## config.mk

```make
export PLATFORM = sky130hd
export DESIGN_NAME = aes_hmac_feeder_flat
export DESIGN_NICKNAME = d
export VERILOG_FILES = /design/src/rtl/aes_hmac_feeder_pkg.sv /design/src/rtl/aes_hmac_feeder_if.sv /design/src/rtl/aes_hmac_feeder_byte_buf.sv /design/src/rtl/aes_hmac_feeder.sv /design/src/flat_wrapper.sv
export SDC_FILE = /design/constraint.sdc
export NUM_CORES = 1
export LEC_CHECK = 0
export ABC_CLOCK_PERIOD_IN_PS = 3400
export BUFFER_PORTS_ARGS = -buffer_cell sky130_fd_sc_hd__buf_4
export CAP_MARGIN = 20
export CORE_ASPECT_RATIO = 1.75
export CORE_UTILIZATION = 32
export DETAILED_ROUTE_END_ITERATION = 12
export GPL_TIMING_DRIVEN = 1
export SYNTH_ARGS = -nofsm -noshare
export SYNTH_HDL_FRONTEND = slang
export SYNTH_SLANG_ARGS = --single-unit
```

## constraint.sdc

```tcl
create_clock -name clk -period 3.4 [get_ports clk]
set_input_delay 0.68 -clock clk [delete_from_list [all_inputs] [get_ports clk]]
set_output_delay 0.68 -clock clk [all_outputs]
set_load 0.1 [all_outputs]
```

## src/rtl/aes_hmac_feeder_pkg.sv

```systemverilog
// Shared constants and state encoding for the AES+HMAC feeder.
package aes_hmac_feeder_pkg;

    localparam int KEY_BYTES = 32;
    localparam int MSG_BYTES = 16;
    localparam int RES_BYTES = 48;

    localparam int ERR_KEY_OVF = 0;
    localparam int ERR_MSG_OVF = 1;
    localparam int ERR_RES_CNT = 2;

    typedef enum logic [2:0] {
        KEY_LOAD,
        KEY_SEND,
        WAIT_KEY_HI,
        WAIT_KEY_LO,
        MSG_SEND,
        WAIT_DONE_HI,
        WAIT_DONE_LO
    } state_e;

endpackage

```

## src/rtl/aes_hmac_feeder_if.sv

```systemverilog
// Host byte stream plus core start/data/phase signals seen by the feeder.
interface aes_hmac_feeder_if;

    logic       s_valid;
    logic [7:0] s_data;
    logic       s_last;
    logic       s_mode;
    logic       s_ready;

    logic       top_start;
    logic [7:0] top_data;
    logic       top_mode;
    logic       top_ien;
    logic       top_valid;

    // master: the feeder, which drives the core bus and the host ready
    modport master (
        input  s_valid, s_data, s_last, s_mode, top_ien, top_valid,
        output s_ready, top_start, top_data, top_mode
    );

    modport slave (
        output s_valid, s_data, s_last, s_mode, top_ien, top_valid,
        input  s_ready, top_start, top_data, top_mode
    );

endinterface

```

## src/rtl/aes_hmac_feeder_byte_buf.sv

```systemverilog
// Byte register file filled in order; count doubles as write pointer.
module byte_buf #(
    parameter  int DEPTH = 16,
    localparam int CW    = $clog2(DEPTH + 1),
    localparam int IW    = $clog2(DEPTH)
) (
    input  logic          clk,
    input  logic          rst,
    input  logic          clr,
    input  logic          wr_en,
    input  logic [7:0]    wr_data,
    input  logic [IW-1:0] rd_idx,
    output logic [7:0]    rd_data,
    output logic [CW-1:0] count,
    output logic          full
);

    logic [7:0]    mem_q [DEPTH];
    logic [CW-1:0] count_q;

    assign full    = (count_q == CW'(DEPTH));
    assign count   = count_q;
    assign rd_data = mem_q[rd_idx];

    // NOTE: sequential state uses non-blocking assignments so every register samples pre-edge values.
    always_ff @(posedge clk) begin
        if (rst || clr) begin
            count_q <= '0;
        end else if (wr_en && !full) begin
            count_q <= count_q + CW'(1);
        end
    end

    // NOTE: storage has no reset; count_q alone decides which entries are meaningful.
    always_ff @(posedge clk) begin
        if (wr_en && !full && !clr) begin
            mem_q[count_q[IW-1:0]] <= wr_data;
        end
    end

endmodule

```

## src/rtl/aes_hmac_feeder.sv

```systemverilog
// Buffers one key and one message frame, replays them as gap-free core bursts.
module aes_hmac_feeder
    import aes_hmac_feeder_pkg::*;
(
    input  logic                      clk,
    input  logic                      rst,
    aes_hmac_feeder_if.master         bus,
    output logic                      busy,
    output logic [15:0]               txn_count,
    output logic [2:0]                err
);

    state_e      state_q, state_d;
    logic [4:0]  idx_q, idx_d;
    logic [5:0]  res_cnt_q, res_cnt_d, res_inc;
    logic        msg_done_q, msg_done_d;
    logic        start_q, start_d;
    logic [7:0]  data_q, data_d;
    logic        mode_q, mode_d;
    logic [15:0] txn_q, txn_d;
    logic [2:0]  err_q, err_d;

    logic        msg_phase, s_ready, hs, buf_clr;
    logic [5:0]  idx_next;
    logic [4:0]  key_rd_idx;
    logic [3:0]  msg_rd_idx;
    logic [7:0]  key_rd_data, msg_rd_data;
    logic [5:0]  klen;
    logic [4:0]  mlen;
    logic        key_full, msg_full, key_wr, msg_wr;

    assign msg_phase  = (state_q == KEY_SEND) || (state_q == WAIT_KEY_HI) || (state_q == WAIT_KEY_LO);
    assign s_ready    = (state_q == KEY_LOAD) || (msg_phase && !msg_done_q);
    assign hs         = bus.s_valid && s_ready;
    assign idx_next   = {1'b0, idx_q} + 6'd1;
    assign key_rd_idx = (state_q == KEY_SEND) ? idx_next[4:0] : 5'd0;
    assign msg_rd_idx = (state_q == MSG_SEND) ? idx_next[3:0] : 4'd0;
    assign key_wr     = hs && (state_q == KEY_LOAD) && !key_full;
    assign msg_wr     = hs && msg_phase && !msg_full;
    assign res_inc    = (bus.top_valid && res_cnt_q != 6'h3F) ? res_cnt_q + 6'd1 : res_cnt_q;

    byte_buf #(.DEPTH(KEY_BYTES)) u_key_buf (
        .clk(clk), .rst(rst), .clr(buf_clr), .wr_en(key_wr), .wr_data(bus.s_data),
        .rd_idx(key_rd_idx), .rd_data(key_rd_data), .count(klen), .full(key_full)
    );

    byte_buf #(.DEPTH(MSG_BYTES)) u_msg_buf (
        .clk(clk), .rst(rst), .clr(buf_clr), .wr_en(msg_wr), .wr_data(bus.s_data),
        .rd_idx(msg_rd_idx), .rd_data(msg_rd_data), .count(mlen), .full(msg_full)
    );

    // NOTE: every always_comb output gets a default first so no path infers a latch.
    always_comb begin
        state_d    = state_q;
        idx_d      = idx_q;
        res_cnt_d  = res_cnt_q;
        msg_done_d = msg_done_q;
        start_d    = 1'b0;
        data_d     = 8'h00;
        mode_d     = mode_q;
        txn_d      = txn_q;
        err_d      = err_q;
        buf_clr    = 1'b0;

        if (msg_phase && hs) begin
            if (mlen == 5'(MSG_BYTES - 1) && !bus.s_last) err_d[ERR_MSG_OVF] = 1'b1;
            if (bus.s_last) msg_done_d = 1'b1;
        end

        case (state_q)
            KEY_LOAD: if (hs) begin
                if (klen == 6'd0) mode_d = bus.s_mode;
                if (klen == 6'(KEY_BYTES - 1) && !bus.s_last) err_d[ERR_KEY_OVF] = 1'b1;
                if (bus.s_last) begin
                    // a one-byte frame is still being written, so forward it directly
                    state_d = KEY_SEND;
                    start_d = 1'b1;
                    idx_d   = 5'd0;
                    data_d  = (klen == 6'd0) ? bus.s_data : key_rd_data;
                end
            end
            KEY_SEND: begin
                if (idx_next < klen) begin
                    start_d = 1'b1;
                    data_d  = key_rd_data;
                    idx_d   = idx_next[4:0];
                end else begin
                    state_d = WAIT_KEY_HI;
                end
            end
            WAIT_KEY_HI: if (bus.top_ien) state_d = WAIT_KEY_LO;
            WAIT_KEY_LO: if (!bus.top_ien && msg_done_q) begin
                state_d = MSG_SEND;
                start_d = 1'b1;
                idx_d   = 5'd0;
                data_d  = (mlen != 5'd0) ? msg_rd_data : 8'h00;
            end
            MSG_SEND: begin
                if (idx_q != 5'(MSG_BYTES - 1)) begin
                    start_d = 1'b1;
                    idx_d   = idx_next[4:0];
                    data_d  = (idx_next < {1'b0, mlen}) ? msg_rd_data : 8'h00;
                end else begin
                    state_d   = WAIT_DONE_HI;
                    res_cnt_d = 6'd0;
                end
            end
            WAIT_DONE_HI: begin
                res_cnt_d = res_inc;
                if (bus.top_ien) state_d = WAIT_DONE_LO;
            end
            WAIT_DONE_LO: begin
                if (!bus.top_ien) begin
                    if (res_cnt_q != 6'(RES_BYTES)) err_d[ERR_RES_CNT] = 1'b1;
                    txn_d      = txn_q + 16'd1;
                    buf_clr    = 1'b1;
                    msg_done_d = 1'b0;
                    state_d    = KEY_LOAD;
                end else begin
                    res_cnt_d = res_inc;
                end
            end
            default: state_d = KEY_LOAD;
        endcase
    end

    always_ff @(posedge clk) begin
        if (rst) begin
            state_q    <= KEY_LOAD;
            idx_q      <= '0;
            res_cnt_q  <= '0;
            msg_done_q <= 1'b0;
            start_q    <= 1'b0;
            data_q     <= '0;
            mode_q     <= 1'b0;
            txn_q      <= '0;
            err_q      <= '0;
        end else begin
            state_q    <= state_d;
            idx_q      <= idx_d;
            res_cnt_q  <= res_cnt_d;
            msg_done_q <= msg_done_d;
            start_q    <= start_d;
            data_q     <= data_d;
            mode_q     <= mode_d;
            txn_q      <= txn_d;
            err_q      <= err_d;
        end
    end

    assign bus.s_ready   = s_ready;
    assign bus.top_start = start_q;
    assign bus.top_data  = data_q;
    assign bus.top_mode  = mode_q;
    assign busy          = (state_q != KEY_LOAD);
    assign txn_count     = txn_q;
    assign err           = err_q;

endmodule
```

## src/flat_wrapper.sv

```systemverilog
// flat-port wrapper written by rule: the top's interface ports become plain ports
module aes_hmac_feeder_flat import aes_hmac_feeder_pkg::*;
  (clk, rst, busy, txn_count, err, bus_s_valid, bus_s_data, bus_s_last, bus_s_mode, bus_top_ien, bus_top_valid, bus_s_ready, bus_top_start, bus_top_data, bus_top_mode);
  aes_hmac_feeder_if bus_i ();
  input  logic clk;
  input  logic rst;
  output logic busy;
  output logic [15:0] txn_count;
  output logic [2:0] err;
  input wire logic [$bits(bus_i.s_valid)-1:0] bus_s_valid;
  input wire logic [$bits(bus_i.s_data)-1:0] bus_s_data;
  input wire logic [$bits(bus_i.s_last)-1:0] bus_s_last;
  input wire logic [$bits(bus_i.s_mode)-1:0] bus_s_mode;
  input wire logic [$bits(bus_i.top_ien)-1:0] bus_top_ien;
  input wire logic [$bits(bus_i.top_valid)-1:0] bus_top_valid;
  output wire logic [$bits(bus_i.s_ready)-1:0] bus_s_ready;
  output wire logic [$bits(bus_i.top_start)-1:0] bus_top_start;
  output wire logic [$bits(bus_i.top_data)-1:0] bus_top_data;
  output wire logic [$bits(bus_i.top_mode)-1:0] bus_top_mode;
  assign bus_i.s_valid = bus_s_valid;
  assign bus_i.s_data = bus_s_data;
  assign bus_i.s_last = bus_s_last;
  assign bus_i.s_mode = bus_s_mode;
  assign bus_i.top_ien = bus_top_ien;
  assign bus_i.top_valid = bus_top_valid;
  assign bus_s_ready = bus_i.s_ready;
  assign bus_top_start = bus_i.top_start;
  assign bus_top_data = bus_i.top_data;
  assign bus_top_mode = bus_i.top_mode;
  aes_hmac_feeder u_core (.clk(clk), .rst(rst), .bus(bus_i), .busy(busy), .txn_count(txn_count), .err(err));
endmodule
```

Word level (Yosys, flattened, before mapping)
Memories as Yosys holds them, arrays and structs flattened.
Cells that the tools add are included.
{ "totals": {"input_bits": 15, "mem_count": 2, "output_inout_bits": 31, "register_bits": 55, "ram_bits": 384, "wordCells": 131} }
{ "mem_list": {"columns": ["name", "depth", "width", "read_ports", "rd_ports_with_merged_regs", "wr", "line_no", "text"], "rows": [
  ["u_core.u_key_buf.mem_q", 32, 8, 1, 0, 1, "aes_hmac_feeder_byte_buf.sv:18", "logic [7:0] mem_q [DEPTH];"],
  ["u_core.u_msg_buf.mem_q", 16, 8, 1, 0, 1, "aes_hmac_feeder_byte_buf.sv:18", null]
]} }
{ "op_classes": {"reduce_logical": 38, "n_bitwise": 1, "add_sub_neg": 5, "magnitude_cmp": 2, "mux": 46, "eq_ne": 24} }
{ "op_table": {"columns": ["cell", "count"], "rows": [
  ["$mux 8", 8],
  ["$pmux 8 s4", 1],
  ["$mux 5", 6],
  ["$mux 3", 8],
  ["$pmux 3 s7", 1],
  ["$ne 2x2->1 const B", 10],
  ["$pmux 5 s4", 1],
  ["$mux 6", 3],
  ["$pmux 6 s3", 1],
  ["$add 16x1->16 const B", 1],
  ["$mux 1", 15],
  ["$logic_and 1x1->1", 14],
  ["$add 6x1->6 const B", 2],
  ["$ne 6x6->1 const B", 2],
  ["$reduce_and 3->1", 4],
  ["$eq 3x3->1 const B", 3],
  ["$reduce_and 8->1", 1],
  ["$add 5x1->6 const B", 1],
  ["$eq 3x2->1 const B", 2],
  ["$eq 6x5->1 const B", 1],
  ["$eq 6x6->1 const B", 1],
  ["$logic_not 1->1", 6],
  ["$logic_not 6->1", 1],
  ["$lt 6x5->1", 1],
  ["17 further kinds", 22]
]} }

Longest topological paths before layout
Gate-level depths: netlist of run 1.
{ "logic_depth": {"depth_word": 12, "ltp_mapped": 13, "ltp_nobuf": 11} }

Modules after synthesis
From an unflattened synthesis of run 1, not the netlist that was laid out.
{ "unflattened": {"hier_cells": 1027, "area_unflattened_um2": 18124.9} }
{ "by_module_without_submodules": {"columns": ["module", "cells_each", "instances", "seq_area_each_um2", "area_each_um2"], "rows": [
  ["byte_buf (u_core.u_key_buf)", 448, 1, 7807.5, 10207.3],
  ["byte_buf (u_core.u_msg_buf)", 255, 1, 3943.8, 5300.1],
  ["aes_hmac_feeder", 324, 1, 880.8, 2617.5]
]} }

Worst setup path before layout of run 1
OpenSTA, ideal clock, no wires.
{ "synth_path": {"path_kind": "reg2reg", "from": "register u_core.state_q[0]", "to": "memory u_core.u_msg_buf.mem_q[1][0], enable pin", "arrival_ps": 3408, "path_slack_ps": -340, "stages_incl_launch_ff": 7, "setup_ps": 332, "t_required_ps": 3068, "path_buffers": 1, "period_less_slack_ps": 3740, "path_cell_list": "dfxtp_1 > buf_6 > or2_2 > a21oi_1 > nand3_1 > a31oi_1 > and3_1"} }
{ "synth_via": {"elab_chain_len": 12, "word_cells_on_any_way": 18, "classes_between": "eq/ne: 4; mux: 3; reduce/logical: 11"} }
{ "synth_rtl": {"columns": ["item", "line_no", "text"], "rows": [
  ["from (decl)", "aes_hmac_feeder.sv:13", "state_e state_q, state_d;"],
  ["from (signal assigned)", "aes_hmac_feeder.sv:139", "state_q <= state_d;"],
  ["$eq 3x1->1 / $eq 3x2->1 (equally long branches)", "aes_hmac_feeder.sv:32", "assign msg_phase = (state_q == KEY_SEND) || (state_q == WAIT_KEY_HI) || (state_q == WAIT_KEY_LO);"],
  ["$logic_or 1x1->1 (2 in series)", "aes_hmac_feeder.sv:32", null],
  ["$logic_and 1x1->1", "aes_hmac_feeder.sv:33", "assign s_ready = (state_q == KEY_LOAD) || (msg_phase && !msg_done_q);"],
  ["$logic_or 1x1->1 (*)", "aes_hmac_feeder.sv:33", null],
  ["via bus_s_ready", "flat_wrapper.sv:16", "output wire logic [$bits(bus_i.s_ready)-1:0] bus_s_ready;"],
  ["$logic_and 1x1->1 (*)", "aes_hmac_feeder.sv:34", "assign hs = bus.s_valid && s_ready;"],
  ["$logic_and 1x1->1 (*) (2 in series)", "aes_hmac_feeder.sv:39", "assign msg_wr = hs && msg_phase && !msg_full;"],
  ["$logic_and 1x1->1 (*) (2 in series)", "aes_hmac_feeder_byte_buf.sv:36", "if (wr_en && !full && !clr) begin"],
  ["$mux 1 (*)", "aes_hmac_feeder_byte_buf.sv:36", null],
  ["$mux 1 (implied by the code) (*)", "aes_hmac_feeder_byte_buf.sv:37", "mem_q[count_q[IW-1:0]] <= wr_data;"],
  ["to (decl)", "aes_hmac_feeder_byte_buf.sv:18", null]
]} }
Mark *: on every way through the listed nets, which the timed path passes. The rest lies on a longest branch.

Worst setup path in the final report of run 1
{ "layout_path": {"from": "register u_core.state_q[1]", "to": "register u_core.data_q[2], in the netlist u_core.bus.top_data[2]"} }
{ "layout_via": {"elab_chain_len": 8, "word_cells_on_any_way": 23, "classes_between": "eq/ne: 4; mux: 11; reduce/logical: 6; memory: 2"} }
{ "layout_rtl": {"columns": ["item", "line_no", "text"], "rows": [
  ["parallel branches: the longest is 7 deep, another holds $mem_v2 32x8", null, null],
  ["$pmux 8 s4 (*)", "aes_hmac_feeder.sv:70", "case (state_q)"],
  ["to (signal assigned)", "aes_hmac_feeder.sv:144", "data_q <= data_d;"],
  ["to (decl)", "aes_hmac_feeder.sv:18", "logic [7:0] data_q, data_d;"]
]} }
Mark *: on every way between the ends.
A chain may end at the register's enable or synchronous reset.

==> results.md, run 1 <==
* Share of cells above drive strength 1 at 0.1600
* Synth Area per Inst at 14.38 µm²
* WP data arrival at 3.71 ns
* Max_cap viols at 0
* HP Start: bus_s_mode
* Core Util, Final at 0.3721
* Fin crit share at 0.9594
* DRC at 0
* First-pass GRT wire length at approximately 74000 µm
* Synth Cell Area at between 0.015 and 0.02 mm²
* Final hold violation count at 0
* Sequential fraction of design power at 0.422
* Worst vdd ir at 0.3572 mV
* Switching pwr at 4.858 mW
* Vias at roughly 11000
* Post-synth EDFFs at ~380
* Max Root-Sink Buffers at 3
* Clock Latency Late Sink at approximately 0.54 ns
* Die extent in y at about 320 µm
* Critical path's largest stage delay at roughly 0.85 ns
* Post-route antenna net violation count at 0
* Min Clock Period, post-route at 3.262 ns
* Final setup fails at 0
* Post-CTS Hold Fix Bufs at 0
* Seq/Total Area, Yosys at 0.6858
* Final Cell Area at around 0.021 mm²
* Row count at roughly 120
* Pwr Density at 691.6 mW/mm²
* Grt ovf at 0
* Syn Inst Count at between 1000 and 1500
* Cell family with most CP delay: compound AO/OA/AOI/OAI gates
* Worst hold path depth at 3
* Final clock skew at approximately 0.018 ns
* Final WS setup at between 0.1 and 0.15 ns
* Switch share at 0.3310
* Largest net degree at the start of global routing at 63
* PortBufs at 45
* Worst Max-Slew Pin Slew at approximately 0.97 ns
* Unrepaired setup endpoints after global routing: no
* CTS tree: done
* Final Non-Filler Cells at 2161
* Hold EP: u_core.bus.top_mode
* Worst Setup SP: u_core.state_q[1]
* Area Overhead vs Synth at 15.23%
* Critical path fanouts, max at 19
* PostCTS Resize Cnt at 0
* Max-slew headroom at 0.3526
* Worst setup EP type: flip-flop
* DP Cell Count at 2097
* Total GRT Usage at 0.1715
* Clock Tree Root: clkbuf_16
* CTS Buf Count at 37
* GPL Wtd Cong at slightly below 0.9
* Critical-path cell list: nor3b_4 -> nand2_1 -> a221oi_1 -> o311ai_0 -> o211ai_1
* FF-to-FF Start: u_core.state_q[1]
* Internal power at roughly 10 mW
* Combinational power share at 0.286
* Syn_nets at approximately 1300
* Synth warn at 0
* Diodes inserted at 0
* Final wirelength at approximately 50000 µm
* Crit path kind: flip-flop to flip-flop
* Number of antenna violations at the first check in global routing at 1
* Worst r2r dst: u_core.bus.top_data[2]
* Nets at between 1000 and 1500
* FFs w/ async S/R, synth at 0
* Die ar. at 0.05856 mm²
* R2R setup slack at roughly 0.14 ns
* WL/cell at 23.08 µm
* P_leak at 6.911 nW
* Die W at around 180 µm
* H-tree depth at 2
* CP bufs+invs at 0
* Final setup TNS at 0 ns
* I/O pins at 46
* Initial Utilization at 0.3229
* Clock sink count at between 400 and 500
* FF+latch count, synth at between 400 and 500
* DP HPWL at about 34000 µm
* Predominant post-synthesis flop cell: edfxtp_1
* First-pass DRT Iterations at 7
* Clock Power Share at 0.292
* Placed cell area at 0.02003 mm²
* Fmax at 0.3066 GHz
* Worst-path clk slew at 0.07 ns
* Worst hold slack at between 0.4 and 0.5 ns
* Vias per cell at around 5.3
* R2r worst-path depth at 5
* Worst path required time at ~3.9 ns
* Hold Crit Class: input port to flip-flop
* CP max stage cell: a221oi_1
* Power Total at between 10 and 15 mW
* Startpoint types: flip-flop
* Pre-CTS setup slack at 0.3169 ns
* Pins Over Slew Limit at 0
* Vias in the first global route at ~12000
* Yosys cell types at just under 80
* Initial DRC count at between 800 and 900
* Setup Fix Bufs, Post-CTS at 0
* Fillers at 5358
* Core Area at about 0.057 mm²
* Status: completed
[power by group through the flow]
stage	Sequential [mW]	Combinational, mW	Clock [mW]
after global routing	6.22	4.45	4.54
after floorplan	6.45	2.53	0
final	6.20	4.19	4.28
after CTS	6.20	4.19	4.36
after global placement	6.31	4.14	0
after detailed placement	6.32	4.18	0
[layer usage]
| layer | GRT usage | vias up | routed length, µm |
|---|---|---|---|
| met1 | 0.1824 | 5818 | 17760 |
| met5 | 0 | - | 13 |
| met2 | 0.3161 | 361 | 26770 |
| met3 | 0.02113 | 132 | 2065 |
| li1 | - | 5181 | - |
| met4 | 0.1091 | 2 | 3272 |
[synth_stat cells, types with 16 or more instances]
library cell,instances,share of area
a2bb2oi_1,16,0.0076
clkbuf_1,32,0.0065
nand3_1,42,0.011
o21ai_0,38,0.010
mux4_2,19,0.023
a221oi_1,41,0.019
mux2i_1,83,0.045
dfxtp_1,55,0.060
nor2_1,121,0.025
buf_2,26,0.0071
inv_1,24,0.0049
nand2_1,79,0.016
ha_1,23,0.016
edfxtp_1,384,0.63
a21oi_1,41,0.011
[layout make-up]
class                      count  area (µm²)  area share
clock buffer                  49        1044     0.04917
clock inverter                15       153.9    0.007251
inverter                      26       97.59    0.004598
multi-input combinational    741        5340      0.2516
sequential                   439       12640      0.5954
tap                          767       959.7     0.04522
timing repair buffer         124       993.5     0.04681
[flip-flops by register name (all words and copies together) (netlist names)]
name                    cells
u_core.bus.top_data         8
u_core.err                  3
u_core.msg_done_q           1
u_core.bus.top_mode         1
u_core.bus.top_start        1
u_core.u_key_buf.count      6
u_core.u_key_buf.mem_q    256
u_core.res_cnt_q            6
u_core.idx_q                5
u_core.txn_count           16
u_core.state_q              3
u_core.u_msg_buf.mem_q    128
u_core.u_msg_buf.count      5
[logic make-up after synthesis]
kind of cell	synth area share
flops	0.6858
simple gates	0.08804
compound gates	0.1013
mux	0.07017
buf+inv	0.02622
xor+xnor	0.01284
fa+ha+maj	0.01562
[worst max path at each step]
stage                                        end  slack (ns)  cells past startpoint
floorplan           u_core.u_msg_buf.mem_q[1][0]        0.37                      6
global placement          u_core.bus.top_data[2]        0.36                     11
detailed placement        u_core.bus.top_data[2]        0.32                      5
CTS                       u_core.bus.top_data[7]        0.28                     11
global route              u_core.bus.top_data[2]        0.04                      5
finish                    u_core.bus.top_data[2]        0.14                      5
[placed cells by master (no fill, tap or decap), types with 19 or more instances in the layout]
| master | Yosys | final |
|---|---|---|
| a221oi_1 | 41 | 41 |
| o21ai_0 | 38 | 38 |
| nand2_1 | 79 | 79 |
| nor2_1 | 121 | 121 |
| buf_4 | 6 | 119 |
| nand3_1 | 42 | 42 |
| edfxtp_1 | 384 | 384 |
| mux4_2 | 19 | 19 |
| clkbuf_16 | 0 | 39 |
| mux2i_1 | 83 | 83 |
| dfxtp_1 | 55 | 54 |
| ha_1 | 23 | 22 |
| a21oi_1 | 41 | 40 |
| inv_1 | 24 | 24 |
[tightest hold or removal path: stages]
cell,delay [ns]
buf_4,0.13
nand2_1,0.05
a21oi_1,0.05
(Power assumes the default switching activity.)
==> inputs of run 2 (changes only) <==
- BUFFER_PORTS_ARGS: -buffer_cell sky130_fd_sc_hd__buf_4 -> default
- DONT_BUFFER_PORTS: default -> 1
==> results.md, run 2 (synthesis results as in run 1) <==
* Total GRT Usage at 0.1705 (was 0.1715)
* Post-CTS Hold Fix Bufs at 0 (unchanged)
* Fmax at 0.3266 GHz (was 0.3066 GHz)
* PortBufs at 0 (was 45)
* CTS Buf Count at 38 (was 37)
* DP Cell Count at 2065 (was 2097)
* Grt ovf at 0 (unchanged)
* Max Root-Sink Buffers at 3 (unchanged)
* P_leak at 6.739 nW (was 6.911 nW)
* Worst vdd ir at 0.3967 mV (was 0.3572 mV)
* Initial DRC count at 806 (was 891)
* Max-slew headroom at 0.2648 (was 0.3526)
* Commonest non-fill, non-tap cell in the layout: edfxtp_1 (unchanged)
* Vias at 11460 (was 11490)
* WL/cell at 23.27 µm (was 23.08 µm)
* Min Clock Period, post-route at 3.062 ns (was 3.262 ns)
* Clock sink count at 439 (unchanged)
* Row count at 116 (unchanged)
* Critical path fanouts, max at 20 (was 19)
* Worst-path clk slew at 0.07 ns (about the same)
* Die W at 183.4 µm (unchanged)
* CTS tree: done (unchanged)
* Die extent in y at 319.4 µm (unchanged)
* Final setup fails at 0 (unchanged)
* Core Util, Final at 0.3676 (was 0.3721)
* GPL Wtd Cong at 0.8395 (was 0.8855)
* Clock Latency Late Sink at 0.57 ns (was 0.54 ns)
* Crit path kind: flip-flop to flip-flop (unchanged)
* Diodes inserted at 0 (unchanged)
* Worst Max-Slew Pin Slew at 1.101 ns (was 0.9676 ns)
* Number of antenna violations at the first check in global routing at 0 (was 1)
* Final clock skew at 0.02123 ns (was 0.01794 ns)
* WP data arrival at 3.51 ns (was 3.71 ns)
* Vias per cell at 5.370 (was 5.319)
* Worst setup EP type: flip-flop (unchanged)
* Initial Utilization at 0.3229 (unchanged)
* DRC at 0 (unchanged)
* Post-route antenna net violation count at 0 (unchanged)
* Unrepaired setup endpoints after global routing: no (unchanged)
* Share of cells above drive strength 1 at 0.1412 (was 0.1600)
* First-pass DRT Iterations at 7 (unchanged)
* Die ar. at 0.05856 mm² (unchanged)
* Pwr Density at 693.4 mW/mm² (was 691.6 mW/mm²)
* Most frequent cells in the layout: 384 x edfxtp_1, 121 x nor2_1, 89 x buf_4, 83 x mux2i_1, 79 x nand2_1 (was 384 x edfxtp_1, 121 x nor2_1, 119 x buf_4, 83 x mux2i_1, 79 x nand2_1)
* Clock Tree Root: clkbuf_16 (unchanged)
* Startpoint types: flip-flop (unchanged)
* Core Area at 0.05704 mm² (unchanged)
* Final hold violation count at 0 (unchanged)
* Vias in the first global route at 11650 (was 11570)
* Pins Over Slew Limit at 0 (unchanged)
* Final setup TNS at 0 ns (unchanged)
* Final wirelength at 49660 µm (was 49890 µm)
* DP HPWL at 33350 µm (was 33730 µm)
* Largest net degree at the start of global routing at 56 (was 63)
* First-pass GRT wire length at 74140 µm (was 74430 µm)
* Final Non-Filler Cells at 2134 (was 2161)
* H-tree depth at 2 (unchanged)
* Fin crit share at 0.9007 (was 0.9594)
* Status: completed (unchanged)
* Area Overhead vs Synth at 13.83% (was 15.23%)
* Worst path required time at 3.85 ns (about the same)
* Max_cap viols at 0 (unchanged)
* Nets at 1378 (was 1407)
* Max reg flops at 256 (unchanged)
* I/O pins at 46 (unchanged)
* Hold Crit Class: input port to flip-flop (unchanged)
-- run 2: changes by cell type in the layout (fill, tap and decap cells not counted), sizes merged --
cell,delta
clkbuf,+1
bufinv,-1
clkinv,+4
clkinvlp,-1
buf,-32
a211oi,+1
inv,+1
-- run 2: area by class of cell --
| cell class | count | area (µm²) |
|---|---|---|
| Clock buffer | 49 | 1022 |
| Clock inverter | 18 | 156.4 |
| Fill cell | 5376 | 36070 |
| Inverter | 26 | 97.59 |
| Multi-Input combinational cell | 742 | 5361 |
| Sequential cell | 439 | 12640 |
| Tap cell | 767 | 959.7 |
| Timing Repair Buffer | 93 | 733.2 |
-- run 2: worst max-delay path: stages (launching register included) --
cell       delay [ns]
dfxtp_4          0.38
buf_4            0.34
nand3_1          0.14
xor2_1           0.26
inv_1            0.21
ha_1             0.32
nand3_1          0.08
o21ai_1          0.61
or2_2            0.24
a21oi_1          0.06
a2111oi_0        0.33
-- run 2: worst paths after layout --
path | cells past startpoint | slack, ns | endpoint | start
hold reg to reg | 2 | 0.52 | u_core.txn_count[10] | u_core.txn_count[10]
setup reg to reg | 10 | 0.34 | u_core.state_q[1] | u_core.idx_q[0]
hold / removal | 1 | 0.18 | u_core.state_q[0] | rst
setup / recovery | 10 | 0.34 | u_core.state_q[1] | u_core.idx_q[0]
-- run 2: power breakdown --
| part | switching (mW) | total, mW | internal [mW] |
|---|---|---|---|
| Sequential | 0.397 | 6.43 | 6.03 |
| Combinational | 2.49 | 3.84 | 1.35 |
| Clock | 1.97 | 4.26 | 2.29 |
| Total | 4.86 | 14.5 | 9.68 |
-- run 2: per-layer routing --
layer / vias to the layer above / global-route usage / share of wire
li1: 5144 / - / -
met1: 5797 / 0.1807 / 0.35
met2: 412 / 0.3202 / 0.54
met3: 106 / 0.02330 / 0.052
met4: 0 / 0.09259 / 0.053
met5: - / 0 / 0
-- run 2: what timing repair did --
item / CTS / global route
setup buffers: 0 / 0
resized for setup: 0 / 3
setup endpoints to repair: 0 / 6
-- run 2: through the flow --
step           setup slack (ns)  cell area, µm²  hold slack (ns)  total power, mW
2_1_floorplan            0.3747           18420           0.4604            8.984
3_3_place_gp             0.2774           19750           0.4782            10.28
3_5_place_dp             0.2386           19750           0.5107            10.32
4_1_cts                  0.2029           20930           0.1602            14.53
5_1_grt                  0.1332           20970           0.1717            15.02
6_report                 0.3378           20970           0.1834            14.54
